<file path="src/rtl/biquad_cascade_if.sv">
// Sample/coefficient bus for biquad_cascade.
// master drives lrclk/in/coef_*; slave returns out/out_valid/busy/overrun.
interface biquad_cascade_if #(
  parameter int BITSIZE = 16,
  parameter int COEFW   = 16,
  parameter int STAGES  = 2
);
  localparam int AW = $clog2(STAGES * 5);

  logic                      lrclk;
  logic signed [BITSIZE-1:0] in;
  logic signed [BITSIZE-1:0] out;
  logic                      out_valid;
  logic                      busy;
  logic                      overrun;
  logic                      coef_we;
  logic [AW-1:0]             coef_addr;
  logic signed [COEFW-1:0]   coef_data;

  modport master (
    output lrclk, in, coef_we, coef_addr, coef_data,
    input  out, out_valid, busy, overrun
  );

  modport slave (
    input  lrclk, in, coef_we, coef_addr, coef_data,
    output out, out_valid, busy, overrun
  );
endinterface

</file>
<file path="src/rtl/biquad_cascade.sv">
// Cascade of DF-II-T biquads on one shared, registered multiplier.
// Ports: bclk, reset (sync, high), bus (biquad_cascade_if.slave).
// Define BIQUAD_SATURATE_EN to clamp y and saturate d1/d2.
module biquad_cascade #(
  parameter int BITSIZE = 16,
  parameter int COEFW   = 16,
  parameter int FRAC    = 14,
  parameter int STAGES  = 2
) (
  input logic              bclk,
  input logic              reset,
  biquad_cascade_if.slave  bus
);
  localparam int NC   = STAGES * 5;
  localparam int AW   = $clog2(NC);
  localparam int SW   = (STAGES > 1) ? $clog2(STAGES) : 1;
  localparam int PW   = BITSIZE + COEFW;
  localparam int ACCW = PW + 2;
  localparam logic signed [COEFW-1:0] ONE = COEFW'(1) << FRAC;

  typedef enum logic [1:0] {IDLE, SEC, DRAIN, OUTV} st_t;

  st_t st, nxt;

  logic                      lrclk_q;
  logic                      rise;
  logic                      busy;
  logic                      start;
  logic [2:0]                slot;
  logic [SW-1:0]             sec;
  logic                      last;
  logic signed [COEFW-1:0]   shadow [NC];
  logic signed [COEFW-1:0]   active [NC];
  logic signed [ACCW-1:0]    d1 [STAGES];
  logic signed [ACCW-1:0]    d2 [STAGES];
  logic signed [BITSIZE-1:0] x;
  logic signed [BITSIZE-1:0] y;
  logic signed [PW-1:0]      prod;
  logic signed [ACCW:0]      acc1;
  logic signed [ACCW-1:0]    tmp;

  logic [2:0]                cslot;
  logic [AW-1:0]             cidx;
  logic signed [COEFW-1:0]   csel;
  logic signed [BITSIZE-1:0] opnd;
  logic signed [PW-1:0]      mul;
  logic signed [ACCW:0]      pe1;
  logic signed [ACCW-1:0]    d1s;
  logic signed [ACCW-1:0]    d2s;
  logic signed [ACCW:0]      accy;
  logic signed [ACCW:0]      yshift;
  logic signed [ACCW:0]      d1n;
  logic signed [ACCW:0]      d2n;
  logic signed [BITSIZE-1:0] ysec;
  logic signed [ACCW-1:0]    d1w;
  logic signed [ACCW-1:0]    d2w;

  assign rise    = bus.lrclk & ~lrclk_q;
  // out_valid cycle still counts as busy
  assign busy    = (st != IDLE) | bus.out_valid;
  assign bus.busy = busy;
  assign start   = rise & ~busy;
  assign last    = (sec == SW'(STAGES - 1));

  // slot 5 issues nothing; clamp so the index stays in range
  assign cslot = (slot > 3'd4) ? 3'd4 : slot;
  assign cidx  = AW'(sec) * AW'(5) + AW'(cslot);
  assign csel  = active[cidx];
  assign opnd  = (slot < 3'd3) ? x : y;
  assign mul   = PW'(csel) * PW'(opnd);

  assign pe1    = {{3{prod[PW-1]}}, prod};
  assign d1s    = d1[sec];
  assign d2s    = d2[sec];
  assign accy   = pe1 + {d1s[ACCW-1], d1s};
  assign yshift = accy >>> FRAC;
  assign d1n    = acc1 - pe1;
  assign d2n    = {tmp[ACCW-1], tmp} - pe1;

`ifdef BIQUAD_SATURATE_EN
  function automatic logic signed [BITSIZE-1:0] clamp_y(
    input logic signed [ACCW:0] v
  );
    logic [ACCW-BITSIZE+1:0] hi;
    hi = v[ACCW:BITSIZE-1];
    if ((&hi) || (~|hi)) return v[BITSIZE-1:0];
    return v[ACCW] ? {1'b1, {(BITSIZE-1){1'b0}}}
                   : {1'b0, {(BITSIZE-1){1'b1}}};
  endfunction

  function automatic logic signed [ACCW-1:0] sat_acc(
    input logic signed [ACCW:0] v
  );
    if (v[ACCW] == v[ACCW-1]) return v[ACCW-1:0];
    return v[ACCW] ? {1'b1, {(ACCW-1){1'b0}}}
                   : {1'b0, {(ACCW-1){1'b1}}};
  endfunction

  assign ysec = clamp_y(yshift);
  assign d1w  = sat_acc(d1n);
  assign d2w  = sat_acc(d2n);
`else
  logic unused_wrap;

  assign ysec = yshift[BITSIZE-1:0];
  assign d1w  = d1n[ACCW-1:0];
  assign d2w  = d2n[ACCW-1:0];
  assign unused_wrap = ^{yshift[ACCW:BITSIZE], d1n[ACCW], d2n[ACCW]};
`endif

  always_ff @(posedge bclk) begin
    if (reset) st <= IDLE;
    else       st <= nxt;
  end

  always_comb begin
    nxt = st;
    unique case (st)
      IDLE:    if (start) nxt = SEC;
      SEC:     if (slot == 3'd5 && last) nxt = DRAIN;
      DRAIN:   nxt = OUTV;
      OUTV:    nxt = IDLE;
      default: nxt = IDLE;
    endcase
  end

  // Per section: slot0 a0*x, 1 a1*x + y, 2 a2*x, 3 b1*y,
  // 4 b2*y + d1 update, 5 d2 update (pad slot).
  always_ff @(posedge bclk) begin
    if (reset) begin
      lrclk_q       <= 1'b0;
      bus.out       <= '0;
      bus.out_valid <= 1'b0;
      bus.overrun   <= 1'b0;
      slot          <= '0;
      sec           <= '0;
      x             <= '0;
      y             <= '0;
      prod          <= '0;
      acc1          <= '0;
      tmp           <= '0;
      for (int i = 0; i < NC; i++) begin
        shadow[i] <= (i % 5 == 0) ? ONE : '0;
        active[i] <= (i % 5 == 0) ? ONE : '0;
      end
      for (int i = 0; i < STAGES; i++) begin
        d1[i] <= '0;
        d2[i] <= '0;
      end
    end else begin
      lrclk_q       <= bus.lrclk;
      bus.overrun   <= rise & busy;
      bus.out_valid <= 1'b0;
      if (bus.coef_we && ({1'b0, bus.coef_addr} < (AW+1)'(NC)))
        shadow[bus.coef_addr] <= bus.coef_data;
      if (start) begin
        x    <= bus.in;
        slot <= '0;
        sec  <= '0;
        for (int i = 0; i < NC; i++) active[i] <= shadow[i];
      end
      if (st == SEC) begin
        prod <= mul;
        slot <= (slot == 3'd5) ? 3'd0 : slot + 3'd1;
        unique case (slot)
          3'd1: y <= ysec;
          3'd2: acc1 <= pe1 + {d2s[ACCW-1], d2s};
          3'd3: tmp <= pe1[ACCW-1:0];
          3'd4: d1[sec] <= d1w;
          3'd5: begin
            d2[sec] <= d2w;
            x       <= y;
            sec     <= last ? '0 : sec + 1'b1;
          end
          default: ;
        endcase
      end
      if (st == OUTV) begin
        bus.out       <= y;
        bus.out_valid <= 1'b1;
      end
    end
  end
endmodule
</file>
<file path="src/flat_wrapper.sv">
// flat-port wrapper written by rule: the top's interface ports become plain ports
module biquad_cascade_flat 
#(
  parameter int BITSIZE = 16,
  parameter int COEFW   = 16,
  parameter int FRAC    = 14,
  parameter int STAGES  = 2
)
  (bclk, reset, bus_lrclk, bus_in, bus_coef_we, bus_coef_addr, bus_coef_data, bus_out, bus_out_valid, bus_busy, bus_overrun);
  biquad_cascade_if #(.BITSIZE(BITSIZE), .COEFW(COEFW), .STAGES(STAGES)) bus_i ();
  input logic bclk;
  input logic reset;
  input wire logic [$bits(bus_i.lrclk)-1:0] bus_lrclk;
  input wire logic [$bits(bus_i.in)-1:0] bus_in;
  input wire logic [$bits(bus_i.coef_we)-1:0] bus_coef_we;
  input wire logic [$bits(bus_i.coef_addr)-1:0] bus_coef_addr;
  input wire logic [$bits(bus_i.coef_data)-1:0] bus_coef_data;
  output wire logic [$bits(bus_i.out)-1:0] bus_out;
  output wire logic [$bits(bus_i.out_valid)-1:0] bus_out_valid;
  output wire logic [$bits(bus_i.busy)-1:0] bus_busy;
  output wire logic [$bits(bus_i.overrun)-1:0] bus_overrun;
  assign bus_i.lrclk = bus_lrclk;
  assign bus_i.in = bus_in;
  assign bus_i.coef_we = bus_coef_we;
  assign bus_i.coef_addr = bus_coef_addr;
  assign bus_i.coef_data = bus_coef_data;
  assign bus_out = bus_i.out;
  assign bus_out_valid = bus_i.out_valid;
  assign bus_busy = bus_i.busy;
  assign bus_overrun = bus_i.overrun;
  biquad_cascade #(.BITSIZE(BITSIZE), .COEFW(COEFW), .FRAC(FRAC), .STAGES(STAGES)) u_core (.bclk(bclk), .reset(reset), .bus(bus_i));
endmodule
</file>
<file path="config.mk">
export PLATFORM = sky130hd
export DESIGN_NAME = biquad_cascade_flat
export DESIGN_NICKNAME = d
export VERILOG_FILES = /design/src/rtl/biquad_cascade_if.sv /design/src/rtl/biquad_cascade.sv /design/src/flat_wrapper.sv
export SDC_FILE = /design/constraint.sdc
export NUM_CORES = 2
export LEC_CHECK = 0
export CELL_PAD_IN_SITES_DETAIL_PLACEMENT = 2
export CELL_PAD_IN_SITES_GLOBAL_PLACEMENT = 2
export CORE_MARGIN = 2
export CORE_UTILIZATION = 43
export CTS_BUF_LIST = sky130_fd_sc_hd__clkbuf_16
export DETAILED_ROUTE_END_ITERATION = 12
export PLACE_DENSITY = 0.91
export SYNTH_ARGS = -nofsm -noshare
export SYNTH_HDL_FRONTEND = slang
export SYNTH_SLANG_ARGS = --single-unit
export TNS_END_PERCENT = 20
</file>
<file path="constraint.sdc">
create_clock -name bclk -period 10.9 [get_ports bclk]
set_input_delay 2.18 -clock bclk [delete_from_list [all_inputs] [get_ports bclk]]
set_output_delay 2.18 -clock bclk [all_outputs]
set_load 0.01 [all_outputs]
</file>
## Word level (Yosys, flattened, before mapping)

Memory sizes are Yosys's and may differ from the RTL's. A register that Yosys moved wholly into a read port is not among the register bits.
Index checks and enable logic that the tools add are counted.

- Register bits: 155
- Memory bits (writable): 456
- Input bits: 40
- Output and inout port bits: 19
- Logic and storage cells: 119
- Memories kept: 4

Memories:

| memory | depth | bits a word | read ports | clocked after Yosys merged registers in | wr ports | RTL line | text |
|---|---|---|---|---|---|---|---|
| u_core.active | 10 | 16 | 1 | 0 | 10 | biquad_cascade.sv:33 | `logic signed [COEFW-1:0] active [NC];` |
| u_core.shadow | 10 | 16 | 10 | 0 | 10 | biquad_cascade.sv:32 | `logic signed [COEFW-1:0] shadow [NC];` |
| u_core.d1 | 2 | 34 | 1 | 1 | 2 | biquad_cascade.sv:34 | `logic signed [ACCW-1:0] d1 [STAGES];` |
| u_core.d2 | 2 | 34 | 1 | 1 | 2 | biquad_cascade.sv:35 | `logic signed [ACCW-1:0] d2 [STAGES];` |

- Add/subtract/negate cells: 7
- Multiply operators: 2
- $lt $le $gt $ge: 3
- Equal/unequal tests: 10
- Muxes and demuxes: 53
- Bitwise gates (word level): 16
- Reduce and logical (&&, ||, !) cells: 12

Operators with widths:

| operator | number |
|---|---|
| 16-bit two-way mux | 15 |
| 34-bit two-way mux | 2 |
| 34-bit OR reduction | 2 |
| 32-bit by 34-bit adder with 34-bit output | 1 |
| 34-bit by 32-bit subtractor with 34-bit output | 1 |
| 32-bit by 32-bit subtractor with 33-bit output | 1 |
| 16-bit by 16-bit multiplier with 32-bit output | 1 |
| 30-bit adder | 1 |
| 1-bit two-way mux | 28 |
| 16-bit OR reduction | 1 |
| 3-bit two-way mux | 4 |
| 1-bit OR | 11 |
| 2-bit one-hot mux with 4 select lines | 1 |
| 2-bit AND reduction | 4 |
| 3-bit by 2-bit == test with 1-bit output, second input constant | 2 |
| 3-bit == test, second input constant | 2 |
| 4-bit by 3-bit adder with 4-bit output | 1 |
| 2-bit == test, second input constant | 2 |
| 4-bit less-than comparator, second input constant | 1 |
| 1-bit by 3-bit multiplier with 4-bit output, second input constant | 1 |
| 2-bit two-way mux | 2 |
| 4-bit two-way mux | 1 |
| 2-bit by 1-bit inequality test with 1-bit output, second input constant | 2 |
| 2-bit nonzero test | 2 |
| other kinds (10) | 14 |

## Depth between registers and ports, before layout

- Depth in word-level cells: 8
- Gate-level depth with buffers: 34
- Gate-level depth less buffers: 32

## Least setup slack after synthesis

Ideal clock, no wire load.

- Kind: reg2reg
- Start: reg u_core.slot[2]
- End: reg u_core.prod[24]
- Setup time: 135 ps
- Data arrival time: 7718 ps
- Data required time: 10765 ps
- Slack: 3047 ps
- Stages on the path, launching flop included: 30
- Buffers on the path: 3
- Clock period less this slack: 7853 ps
- Path through: dfxtp_1 buf_4 nor2_1 ha_1 ha_1 buf_2 clkbuf_1 mux4_2 mux2i_1 a21oi_1 nand2_1 fa_1 fa_1 fa_1 inv_1 fa_1 fa_1 inv_1 fa_1 inv_1 ha_1 a21oi_1 a21oi_1 o21a_1 o32a_1 and2_4 a221o_1 a22oi_1 mux2i_1 o311ai_1

- Cells in the longest elaborated chain, start to end: 5
- Elaborated cells on any way between the ends: 7
- Those cells by class: 1 x add/sub; 1 x mul; 2 x order compare; 2 x mux; 1 x memory

Ends and longest elaborated chain:

| item | RTL line | text |
|---|---|---|
| start: declaration | biquad_cascade.sv:29 | `logic [2:0] slot;` |
| start signal: assignment | biquad_cascade.sv:164 | `slot <= (slot == 3'd5) ? 3'd0 : slot + 3'd1;` |
| 3-bit > comparator | biquad_cascade.sv:66 | `assign cslot = (slot > 3'd4) ? 3'd4 : slot;` |
| 3-bit two-way mux | biquad_cascade.sv:66 |  |
| 4-bit by 3-bit adder with 4-bit output | biquad_cascade.sv:67 | `assign cidx = AW'(sec) * AW'(5) + AW'(cslot);` |
| memory read 10 x 16 bit | n/a |  |
| 16-bit by 16-bit multiplier with 32-bit output * | biquad_cascade.sv:70 | `assign mul = PW'(csel) * PW'(opnd);` |
| end signal: assignment | biquad_cascade.sv:163 | `prod <= mul;` |
| end: declaration | biquad_cascade.sv:38 | `logic signed [PW-1:0] prod;` |

Every way passes the cells marked *; elsewhere a longest branch is shown, timed or not.
A chain may end at the register's enable or synchronous reset.

## Worst setup path after layout

- Start: reg u_core.slot[2]
- End: reg u_core.prod[29]

The elaborated chain is that of the path after synthesis.

==> impl_metrics.ini <==
[routing]
dr.pass1.iters = 7
routedWlPerCell_um = 32.7
vias = 29800
via_per_inst = 6.15
initialDrtViolationCount = 2625
postRouteWirelength_um = 158000
drc_errors = 0
drtAntennaViolNets = 0

[setup_path]
crit_path_top_delay_cell = fa_1
worstSetupEndpointType = flip-flop
r2r-start = u_core.slot[2]
required_ns = 11.43
crit_path_max_fanout = 33
crit_start = u_core.slot[2]
worst_path_most_repeated_cell = fa_1
rrSetupSlack_ns = 0.55
crit_arrival_ns = 10.88
critPathMaxStageDelay_ns = 0.85
cp-start-kind = flip-flop
crit_type = flip-flop to flip-flop

[final_layout]
drive_gt1_share_pct = 8.14
synthToLayoutAreaGrowth_pct = 10.7
layout_common_cells = nor2_1 (494), edfxtp_1 (440), inv_1 (373)
final_core_util_pct = 47.8
final_common_cell = nor2_1
layout.nets = 4110

[yosys]
synth_top_family_by_area = adder cells
synthSimpleGateAreaFrac_pct = 14.9
async_reset_ff_share_pct = 0
synth_edf_count = 440
postSynthCellCount = 3588
synth_top_area_share_pct = 34.8
ys_seq_area_share_pct = 42.5
synth_area_leaders = edfxtp_1 (35%), fa_1 (13%), dfxtp_1 (7.7%), ha_1 (6.7%), nor2_1 (4.9%)
yosys.area_share.adder_pct = 19.9
syn_area_per_cell_um2 = 10.6
ys_types = 85
ys.flop_type = edfxtp_1
yosys.area_share.xor_xnor_pct = 2.72
synthMuxAreaShare_pct = 6.00
syn_area_um2 = 38000
syn-num-nets = 4081
synth-compound-area-share_pct = 8.92
yosys.area.top_type = edfxtp_1
synth_warnings = 0
synth_seq_cells = 587

[run_status]
outcome = finished, final reports clean

[clocking]
clockRootBuffer = clkbuf_16
cts_buffers = 68
clock_latency_ns = 0.66
cts.clk_slew.worst_paths_ns = 0.06
cts_buffer_depth = 3
cts_hold_buf = 0
cts_tree = done
cts_htree_levels = 3
cts_sinks = 587

[hold_path]
min_from = u_core.tmp[2]
hp-class = flip-flop to flip-flop

[die]
ios = 59
die_area_um2 = 90700
fp.coreArea_um2 = 88000
fp-row-count = 109
start_util_pct = 43.2
die_w_um = 301
chipHeight_um = 301

[global_route]
grt_pass1_vias = 34200
grt_max_degree = 100
antenna_found_initial = 3
grt_pass1_wl_um = 233000
track_usage_pct = 35.0
overflow = 0

[timing]
max_freq_mhz = 96.6
finalSetupViolations = 0
finalCritPeriodShare_pct = 95.0
drv_slew = 0
fin_skew_ns = 0.0317
worst_pin_slew_ns = 1.43
setup_tns_ns = 0
rsz0062_at_grt = no
finalHoldViolCount = 0
relSlewSlack_pct = 4.46
fin_crit_ns = 10.35

[placement]
dp_hpwl_um = 105000
finalWeightedCongestion = 0.910
port-buffer-count = 58

[power]
powerDensity_nw_per_um2 = 246
max-vdd-ir-drop_mv = 0.145
p_leak_nw = 17.4

[flow_run]
cap_violations = 0
[cell families (layout without fill, tap and decap cells)]
family,count (synthesis),in the layout
other,0,3
buffers and inverters,500,583
muxes,178,178
AOI/OAI and AO/OA,505,505
and+or+nand+nor,1248,1248
DFF,587,587
adders and majority gates,453,453
xor gates and xnor gates,117,117
[stage by stage]
stage               worst slack [ns]  area [um2]  hold slack (ns)  power, mW  instances
floorplan                       3.05       38000            0.436       5.91       3588
global placement                1.80       39900            0.444       7.09       4710
detailed placement             0.939       39900            0.458       7.63       4710
CTS                            0.504       42000            0.469       10.2       4834
global route                   0.158       42100            0.498       10.7       4836
finish                         0.549       42100            0.470       10.4       4839
[cells in the mapped netlist (all sizes together), types with 16 or more instances]
master,n
edfxtp,440
mux2i,75
nor2,496
nand2b,33
dfxtp,147
a211oi,32
mux4,32
nand2,341
xor2,38
and3,23
o21ai,74
inv,355
ha,202
fa,251
nor2b,46
o21a,27
nand3,37
nor3,33
a21o,66
a21oi,177
clkbuf,116
and2,171
a31oi,16
a311oi,20
mux2,71
buf,29
xnor2,79
[worst max-delay path: cells and delay by family, from the launching register on]
kind,cells,cell delay [ns]
AO/OA/AOI/OAI,7,1.62
XOR/XNOR,1,0.14
adder cells (fa/ha/maj),8,4.64
multiplexers,2,0.79
flip-flops,1,0.69
buffers and inverters,5,1.37
AND/OR/NAND/NOR,5,0.95
[area by class of cell]
cell class	count	area [um2]
Multi-Input combinational cell	2501	20000
Inverter	355	1330
Timing Repair Buffer	104	936
Tap cell	1165	1460
Sequential cell	587	16200
Fill cell	8774	45900
Clock buffer	69	1730
Antenna cell	3	7.51
Clock inverter	55	443
[path summary, 6_finish.rpt]
check,cells after the start,to
setup / recovery,28,u_core.prod[29]
hold / removal,2,u_core.tmp[2]
setup reg to reg,28,u_core.prod[29]
hold reg to reg,2,u_core.tmp[2]
[layer usage]
layer,routed length [um],vias up,track usage [%]
met5,0,-,0
met4,11200,0,21.6
met3,8930,635,5.72
met2,79000,1331,60.6
met1,59300,15600,40.5
li1,-,12200,-
[report_power, final]
group          switching, mW  internal, mW
Sequential             0.202          2.67
Clock                   1.06          1.28
Combinational           3.35          1.79
Total                   4.61          5.74
[sequential cells by signal (all words and copies together) (netlist names)]
signal                flops
u_core.active           160
u_core.shadow           160
u_core.d1                60
u_core.d2                60
u_core.acc1              30
u_core.prod              30
u_core.tmp               30
u_core.bus.out           16
u_core.x                 16
u_core.y                 16
u_core.slot               3
u_core.st                 2
u_core.bus.out_valid      1
u_core.bus.overrun        1
u_core.last               1
u_core.lrclk_q            1
[repair_timing]
item / in CTS / in global routing
buffers inserted: 0 / 1
resized for setup: 0 / 1
setup endpoints to repair: 0 / 1
(Power assumes the default switching activity.)
